===== src/rtl/nrzi_tx_serializer.sv =====
// rtl/nrzi_tx_serializer.sv - parallel-to-serial NRZI line transmitter (1 toggles, 0 holds, idle level 1)
// Zero-run bit stuffing is compiled in only when NRZI_BIT_STUFF_EN is defined.
module nrzi_tx_serializer #(
  parameter int DATA_W       = 8,
  parameter int CLKS_PER_BIT = 1,
  parameter int STUFF_LIMIT  = 6
) (
  input  logic              clk,
  input  logic              rst,
  input  logic [DATA_W-1:0] tx_data,
  input  logic              tx_valid,
  output logic              tx_ready,
  output logic              line_out,
  output logic              stuff_pulse,
  output logic              busy
);

  localparam int IDX_W = (DATA_W > 1) ? $clog2(DATA_W) : 1;
  localparam int DIV_W = (CLKS_PER_BIT > 1) ? $clog2(CLKS_PER_BIT) : 1;
  localparam logic [IDX_W-1:0] LAST_IDX = IDX_W'(DATA_W - 1);
  localparam logic [DIV_W-1:0] LAST_DIV = DIV_W'(CLKS_PER_BIT - 1);

  typedef enum logic [1:0] {
    IDLE,
    SHIFT
`ifdef NRZI_BIT_STUFF_EN
    , STUFF
`endif
  } state_t;

  state_t            state_q, state_d;
  logic [DATA_W-1:0] shift_q, shift_d;
  logic [IDX_W-1:0]  idx_q, idx_d;
  logic [DIV_W-1:0]  div_q, div_d;
  logic              line_q, line_d;
  logic              ready_q, ready_d;

  logic              period_end;
  logic              more_bits;
  logic [IDX_W-1:0]  idx_next;
  logic              next_bit;

`ifdef NRZI_BIT_STUFF_EN
  localparam int RUN_W = $clog2(STUFF_LIMIT + 1);
  localparam logic [RUN_W-1:0] RUN_LIMIT = RUN_W'(STUFF_LIMIT);

  logic [RUN_W-1:0]  run_q, run_d;
  logic [RUN_W-1:0]  run_inc;
  logic              pulse_q, pulse_d;

  assign run_inc = (run_q == RUN_LIMIT) ? run_q : run_q + 1'b1;
`endif

  assign period_end = (div_q == LAST_DIV);
  assign more_bits  = (idx_q != LAST_IDX);
  assign idx_next   = idx_q + 1'b1;
  assign next_bit   = shift_q[idx_next];

  always_comb begin
    state_d = state_q;
    shift_d = shift_q;
    idx_d   = idx_q;
    div_d   = div_q;
    line_d  = line_q;
    ready_d = ready_q;
`ifdef NRZI_BIT_STUFF_EN
    run_d   = run_q;
    pulse_d = 1'b0;
`endif
    case (state_q)
      IDLE: begin
        // Bit 0 goes onto the line on the accept edge itself.
        if (tx_valid) begin
          shift_d = tx_data;
          line_d  = line_q ^ tx_data[0];
          div_d   = '0;
          idx_d   = '0;
          state_d = SHIFT;
          ready_d = 1'b0;
`ifdef NRZI_BIT_STUFF_EN
          run_d   = tx_data[0] ? '0 : RUN_W'(1);
`endif
        end
      end
      SHIFT: begin
        div_d = period_end ? '0 : div_q + 1'b1;
        if (period_end) begin
`ifdef NRZI_BIT_STUFF_EN
          if (run_q == RUN_LIMIT) begin
            state_d = STUFF;
            line_d  = ~line_q;
            run_d   = '0;
            pulse_d = 1'b1;
          end else
`endif
          if (more_bits) begin
            idx_d  = idx_next;
            line_d = line_q ^ next_bit;
`ifdef NRZI_BIT_STUFF_EN
            run_d  = next_bit ? '0 : run_inc;
`endif
          end else begin
            state_d = IDLE;
            ready_d = 1'b1;
          end
        end
      end
`ifdef NRZI_BIT_STUFF_EN
      STUFF: begin
        // A stuff bit never consumes data; the index still points at the last bit sent.
        div_d = period_end ? '0 : div_q + 1'b1;
        if (period_end) begin
          if (more_bits) begin
            state_d = SHIFT;
            idx_d   = idx_next;
            line_d  = line_q ^ next_bit;
            run_d   = next_bit ? '0 : run_inc;
          end else begin
            state_d = IDLE;
            ready_d = 1'b1;
          end
        end
      end
`endif
      default: state_d = IDLE;
    endcase
  end

  always_ff @(posedge clk or negedge rst) begin
    if (!rst) begin
      state_q <= IDLE;
      shift_q <= '0;
      idx_q   <= '0;
      div_q   <= '0;
      line_q  <= 1'b1;
      ready_q <= 1'b1;
`ifdef NRZI_BIT_STUFF_EN
      run_q   <= '0;
      pulse_q <= 1'b0;
`endif
    end else begin
      state_q <= state_d;
      shift_q <= shift_d;
      idx_q   <= idx_d;
      div_q   <= div_d;
      line_q  <= line_d;
      ready_q <= ready_d;
`ifdef NRZI_BIT_STUFF_EN
      run_q   <= run_d;
      pulse_q <= pulse_d;
`endif
    end
  end

  assign tx_ready = ready_q;
  assign busy     = ~ready_q;
  assign line_out = line_q;
`ifdef NRZI_BIT_STUFF_EN
  assign stuff_pulse = pulse_q;
`else
  assign stuff_pulse = 1'b0;
`endif

endmodule


===== config.mk =====
export PLATFORM = sky130hd
export DESIGN_NAME = nrzi_tx_serializer
export DESIGN_NICKNAME = d
export VERILOG_FILES = /design/src/rtl/nrzi_tx_serializer.sv
export SDC_FILE = /design/constraint.sdc
export NUM_CORES = 1
export LEC_CHECK = 0
export CELL_PAD_IN_SITES_DETAIL_PLACEMENT = 1
export CELL_PAD_IN_SITES_GLOBAL_PLACEMENT = 1
export CORE_UTILIZATION = 34
export DETAILED_ROUTE_END_ITERATION = 8
export MAX_ROUTING_LAYER = met4
export PLACE_DENSITY = 0.76
export RECOVER_POWER = 25
export SLEW_MARGIN = 20
export SYNTH_ARGS = -nofsm -noshare
export SYNTH_HDL_FRONTEND = slang
export SYNTH_SLANG_ARGS = --single-unit
export TNS_END_PERCENT = 30

===== constraint.sdc =====
create_clock -name clk -period 1.8 [get_ports clk]
set_clock_uncertainty 0.05 [all_clocks]
set_input_delay 0.18 -clock clk [delete_from_list [all_inputs] [get_ports clk]]
set_output_delay 0.18 -clock clk [all_outputs]
set_load 0.01 [all_outputs]

==> run_results.csv, run 1 <==
group,metric,value,unit
outcome,outcome,"complete, no violations",
power_and_ir_drop,power_density,1770,nW/um^2
clock_network,cts.sinks,14,
timing,finalCritPeriodShare,94.3,%
grt,grt_pass1_wl,2130,um
timing,hold_violations,0,
setup_path,r2r_cells,6,
yosys,synth_top_cell_area_share,44.4,%
detailed_routing,drt-total-wl,1260,um
grt,antenna_found_initial,0,
finish,num_antenna_cells,0,
finish,final_cells,91,
setup_path,r2r-end,"line_out$_DFFE_PN1P_",
power_and_ir_drop,p_leak,0.379,nW
detailed_routing,first_iter_violations,5,
die,start_util,37.5,%
setup_path,crit_chain,"ha_1 > ha_1 > mux4_1 > mux2i_1 > a21boi_1 > xor2_1",
die,dieArea,2170,um^2
yosys,synth_cell_types,21,
place,place_inst,87,
yosys,netlist_instances,49,
yosys,synthTopCellsByCount,"12 x dfrtp_1, 10 x mux2_2, 3 x o21ai_0",
timing,tns,0,ps
place,dp_hpwl,947,um
setup_path,r2r_start,"idx_q[1]$_DFFE_PN0P_",
timing,timing.fmax,589,MHz
setup_path,worst_path_most_repeated_cell,"ha_1",
yosys,synth-seq-cells,14,
clock_network,h-tree-depth,1,
finish,num-fill-cells,203,
timing,whs,318,ps
worst_hold_path,hold_class,"input pin to asynchronous set/reset pin",
setup_path,cp_max_fo,3,
setup_path,regToRegSetupSlack,100,ps
yosys,synth_area_leaders,"dfrtp_1 44%, mux2_2 17%, dfstp_2 7.8%, mux4_1 7.8%, ha_1 3.7%",
yosys,ys_async_sr_fraction,100,%
clock_network,cts_buffers,3,
setup_path,cp-start-kind,"register",
finish,area_growth,29.6,%
place,dpl_cell_area,840,um^2
timing,layout_min_cycle_time,1700,ps
finish,layout-drive-gt1-share,28.8,%
timing,rsz0062_at_grt,"no",
clock_network,path_clk_slew,80,ps
detailed_routing,wl_per_cell,13.9,um
yosys,netlist_area,676,um^2
detailed_routing,first_pass_iters,4,
detailed_routing,avgViaCountPerCell,4.98,
setup_path,crit_path_end_kind,"register",
die,core_area,1800,um^2
timing,maxSlewViolCount,0,
yosys,yosys_most_used_dff,"dfrtp_1",
clock_network,clk_latency,280,ps
run,drv_cap,0,
yosys,synth_top_area_cell,"dfrtp_1",
yosys,syn_avg_cell_area,13.8,um^2
clock_network,post_cts_resized,0,
grt,overflow,0,
die,fp.dieH,46.6,um
setup_path,crit_type,"register to register",
detailed_routing,final_antenna_net_count,0,
clock_network,ctsHoldBuffers,0,
clock_network,cts_buffer_depth,2,
grt,grt_max_degree,15,
setup_path,slowest_stage,"dfrtp_1",
clock_network,cts_setup_buffers,0,
detailed_routing,drcViolationCount,0,
setup_path,arrival,1860,ps
setup_path,max_stage_delay,410,ps
place,port_buffers,13,
yosys,yosysMostFrequentCell,"dfrtp_1",
die,rows,15,
finish,stdcell_area,876,um^2
place,place.gp.congestion,0.716,
finish,nets,80,
die,ios,15,
yosys,yosysWarnings,0,
power_and_ir_drop,p_total,1.55,mW
clock_network,root_buffer,"clkbuf_4",
clock_network,cts_tree,"built",
yosys,synth_fp_nets,62,
grt,first_global_vias,446,
setup_path,worstPathRequired,1960,ps
die,die_w,46.6,um
timing,tightestPinTransition,661,ps
timing,slew_headroom,55.8,%
yosys,yosysSeqAreaShare,52.2,%
power_and_ir_drop,ir_drop,0.669,mV
detailed_routing,vias,453,
grt,groute.usage.overall,15.5,%
yosys,synth_edf_count,0,
timing,setup_violations,0,
==> layout make-up <==
type	count	area, um^2	area share, %
clock buffers	4	36.3	4.14
inverters	1	3.75	0.429
multi-input cells	31	299	34.1
flip-flops and latches	14	353	40.3
well taps	25	31.3	3.57
repair buffers	16	153	17.4
==> cell families after synthesis <==
logic type / after synthesis / synth area share (%)
simple gates: 5 / 3.70
flops: 14 / 52.2
mux: 13 / 25.9
compound gates: 8 / 7.78
fa+ha+maj: 2 / 3.70
other cells: 1 / 0.555
xor+xnor: 2 / 2.59
buf+inv: 4 / 3.52
==> state kept, by name, summed over array words and instances (netlist names) <==
name,flops
shift_q,8
idx_q,3
line_out,1
state_q,1
tx_ready,1
==> through the flow <==
step                      util, %  setup WS (ps)
after floorplan                 -            144
after global placement       46.6            127
after detailed placement     46.6            115
after CTS                    48.6           95.7
after global routing         48.6           29.5
final                        48.6            103
==> where the power goes <==
part	internal [mW]	switching (mW)
logic	0.459	0.254
clock network	0.123	0.102
registers	0.496	0.119
==> placed cells by master (no fill, tap or decap), types with 2 or more instances in the layout <==
master / n
dfrtp_1: 12
nor2_1: 2
dfstp_2: 2
o21ai_0: 3
buf_4: 3
clkdlybuf4s50_1: 12
clkbuf_4: 3
a22o_1: 2
ha_1: 2
mux2_2: 10
mux4_1: 2
==> how the worst max path moves through the flow <==
stage	slack, ps	endpoint	from
5_1_grt	30	line_out$_DFFE_PN1P_	idx_q[1]$_DFFE_PN0P_
6_report	100	line_out$_DFFE_PN1P_	idx_q[1]$_DFFE_PN0P_
2_1_floorplan	140	line_out$_DFFE_PN1P_	idx_q[0]$_DFFE_PN0P_
4_1_cts	100	line_out$_DFFE_PN1P_	idx_q[1]$_DFFE_PN0P_
3_5_place_dp	120	line_out$_DFFE_PN1P_	idx_q[0]$_DFFE_PN0P_
3_3_place_gp	130	line_out$_DFFE_PN1P_	idx_q[1]$_DFFE_PN0P_
==> metal layers <==
metal,track usage (%),vias to the layer above,part of all wire [%]
met2,21.1,12,47
met4,10.6,0,2.0
li1,-,210,-
met1,20.0,227,47
met3,3.53,4,3.3
met5,-,-,0
==> critical path, delay by kind of cell (launching register included) <==
kind	cells	cell delay (ps)
AOI/OAI and AO/OA	1	90
xor gates and xnor gates	1	150
adders and majority gates	2	500
DFF	1	410
muxes	2	420
Note: power is estimated with default switching activity, not from simulation.
==> run 2: changes to the inputs <==
CORE_MARGIN = 3   (was not set)
==> run_results.csv, run 2 (synthesis gave the netlist of run 1 again) <==
group,metric,value,unit
timing,rsz0062_at_grt,"no",
detailed_routing,avgViaCountPerCell,4.94,
power_and_ir_drop,p_comb_share,47.5,%
run,drv_cap,0,
outcome,outcome,"complete, no violations",
detailed_routing,first_pass_iters,2,
setup_path,worstPathRequired,1960,ps
timing,tightestPinTransition,612,ps
worst_hold_path,hold_class,"input pin to asynchronous set/reset pin",
clock_network,cts.sinks,14,
die,die_w,50.6,um
detailed_routing,drt-total-wl,1220,um
setup_path,arrival,1850,ps
setup_path,r2r_start,"idx_q[1]$_DFFE_PN0P_",
power_and_ir_drop,p_clk_share,14.0,%
timing,setup_violations,0,
power_and_ir_drop,seq_power_share,38.5,%
detailed_routing,vias,445,
grt,grt_util_met2,17.8,%
timing,finalCritPeriodShare,94.2,%
grt,first_global_vias,456,
grt,grt_max_degree,15,
detailed_routing,wl_per_cell,13.5,um
grt,groute.usage.overall,11.8,%
grt,grt_util_met1,13.1,%
die,dieArea,2560,um^2
place,dp_hpwl,934,um
timing,maxSlewViolCount,0,
power_and_ir_drop,p_leak,0.371,nW
grt,overflow,0,
finish,num_antenna_cells,0,
power_and_ir_drop,ir_drop,0.781,mV
grt,busiest_layer,"met2",
timing,layout_min_cycle_time,1700,ps
setup_path,regToRegSetupSlack,100,ps
finish,area_growth,30.7,%
place,place.gp.congestion,0.835,
die,ios,15,
timing,tns,0,ps
grt,grt_pass1_wl,2100,um
die,start_util,37.5,%
setup_path,crit_type,"register to register",
detailed_routing,drcViolationCount,0,
grt,grtUsageMet3,5.64,%
finish,num-fill-cells,197,
finish,layout-drive-gt1-share,30.8,%
setup_path,cp-start-kind,"register",
clock_network,h-tree-depth,1,
clock_network,cts_tree,"built",
finish,largest_reg_flops,8,
timing,timing.fmax,590,MHz
finish,regMostFlops,"shift_q",
die,rows,15,
setup_path,cp_max_fo,3,
clock_network,path_clk_slew,80,ps
grt,antenna_found_initial,0,
detailed_routing,final_antenna_net_count,0,
die,fp.dieH,50.6,um
finish,reg_top3,"shift_q: 8 flops, idx_q: 3 flops",
finish,fin_util,49.0,%
power_and_ir_drop,p_sw,486,uW
finish,layout_common_cells,"12 x dfrtp_1, 12 x clkdlybuf4s50_1, 10 x mux2_2",
setup_path,r2r-end,"line_out$_DFFE_PN1P_",
detailed_routing,first_iter_violations,1,
power_and_ir_drop,internal-power,1.10,mW
clock_network,cts_buffers,3,
finish,nets,79,
setup_path,crit_path_end_kind,"register",
timing,slew_headroom,59.1,%
clock_network,root_buffer,"clkbuf_4",
setup_path,r2r_cells,6,
place,port_buffers,13,
power_and_ir_drop,power_density,1800,nW/um^2
power_and_ir_drop,swShare,30.5,%
clock_network,clk_latency,280,ps
die,core_area,1800,um^2
timing,hold_violations,0,
clock_network,cts_buffer_depth,2,
run 2: changes by cell type in the layout (fill, tap and decap cells not counted), sizes merged:
cell,change
buf,-1
run 2: power by group through the flow:
stage / Clock (mW) / Combinational (mW) / Sequential, mW
floorplan: 0 / 0.550 / 0.583
global placement: 0 / 0.698 / 0.612
detailed placement: 0 / 0.714 / 0.617
CTS: 0.236 / 0.720 / 0.609
global route: 0.245 / 0.837 / 0.642
finish: 0.223 / 0.756 / 0.611
run 2: worst max-delay path by stage:
stage,from,endpoint,cells past startpoint
global placement,idx_q[1]$_DFFE_PN0P_,line_out$_DFFE_PN1P_,6
CTS,idx_q[1]$_DFFE_PN0P_,line_out$_DFFE_PN1P_,6
floorplan,idx_q[0]$_DFFE_PN0P_,line_out$_DFFE_PN1P_,6
detailed placement,idx_q[1]$_DFFE_PN0P_,line_out$_DFFE_PN1P_,6
finish,idx_q[1]$_DFFE_PN0P_,line_out$_DFFE_PN1P_,6
global route,idx_q[1]$_DFFE_PN0P_,line_out$_DFFE_PN1P_,6
run 2: timing repair:
item                                    CTS  global route
hold endpoints to repair                  0             0
gates resized for setup                   0             2
endpoints found under the setup margin    0             1
setup buffers                             0             0
hold buffers                              0             0
run 2: final cells by class:
| class | instances | area, um^2 | area share [%] |
|---|---|---|---|
| clock buffer | 4 | 36.3 | 4.11 |
| inverter | 1 | 3.75 | 0.425 |
| multi-input combinational | 31 | 314 | 35.6 |
| sequential | 14 | 353 | 39.9 |
| tap | 25 | 31.3 | 3.54 |
| timing repair buffer | 15 | 145 | 16.4 |
run 2: per-stage QoR:
step           std cells  area (um^2)  total power, mW  setup WS, ps  hold slack (ps)
2_1_floorplan         49          676             1.13           144             -166
3_3_place_gp          86          832             1.31           126              433
3_5_place_dp          86          832             1.33          87.8              442
4_1_cts               90          868             1.57          75.4              241
5_1_grt               90          883             1.72          5.76              333
6_report              90          883             1.59           104              296
run 2: per-layer routing:
layer  routed length, um  up-vias
li1                    -      208
met1                 550      223
met2                 571       12
met3                  87        2
met4                   6        0
met5                   0        -
run 2: critical path, cell delays in order, from the launching register on:
cell,delay (ps)
dfrtp_1,410
ha_2,200
ha_4,280
mux4_1,270
mux2i_1,140
a21boi_1,100
xor2_1,180
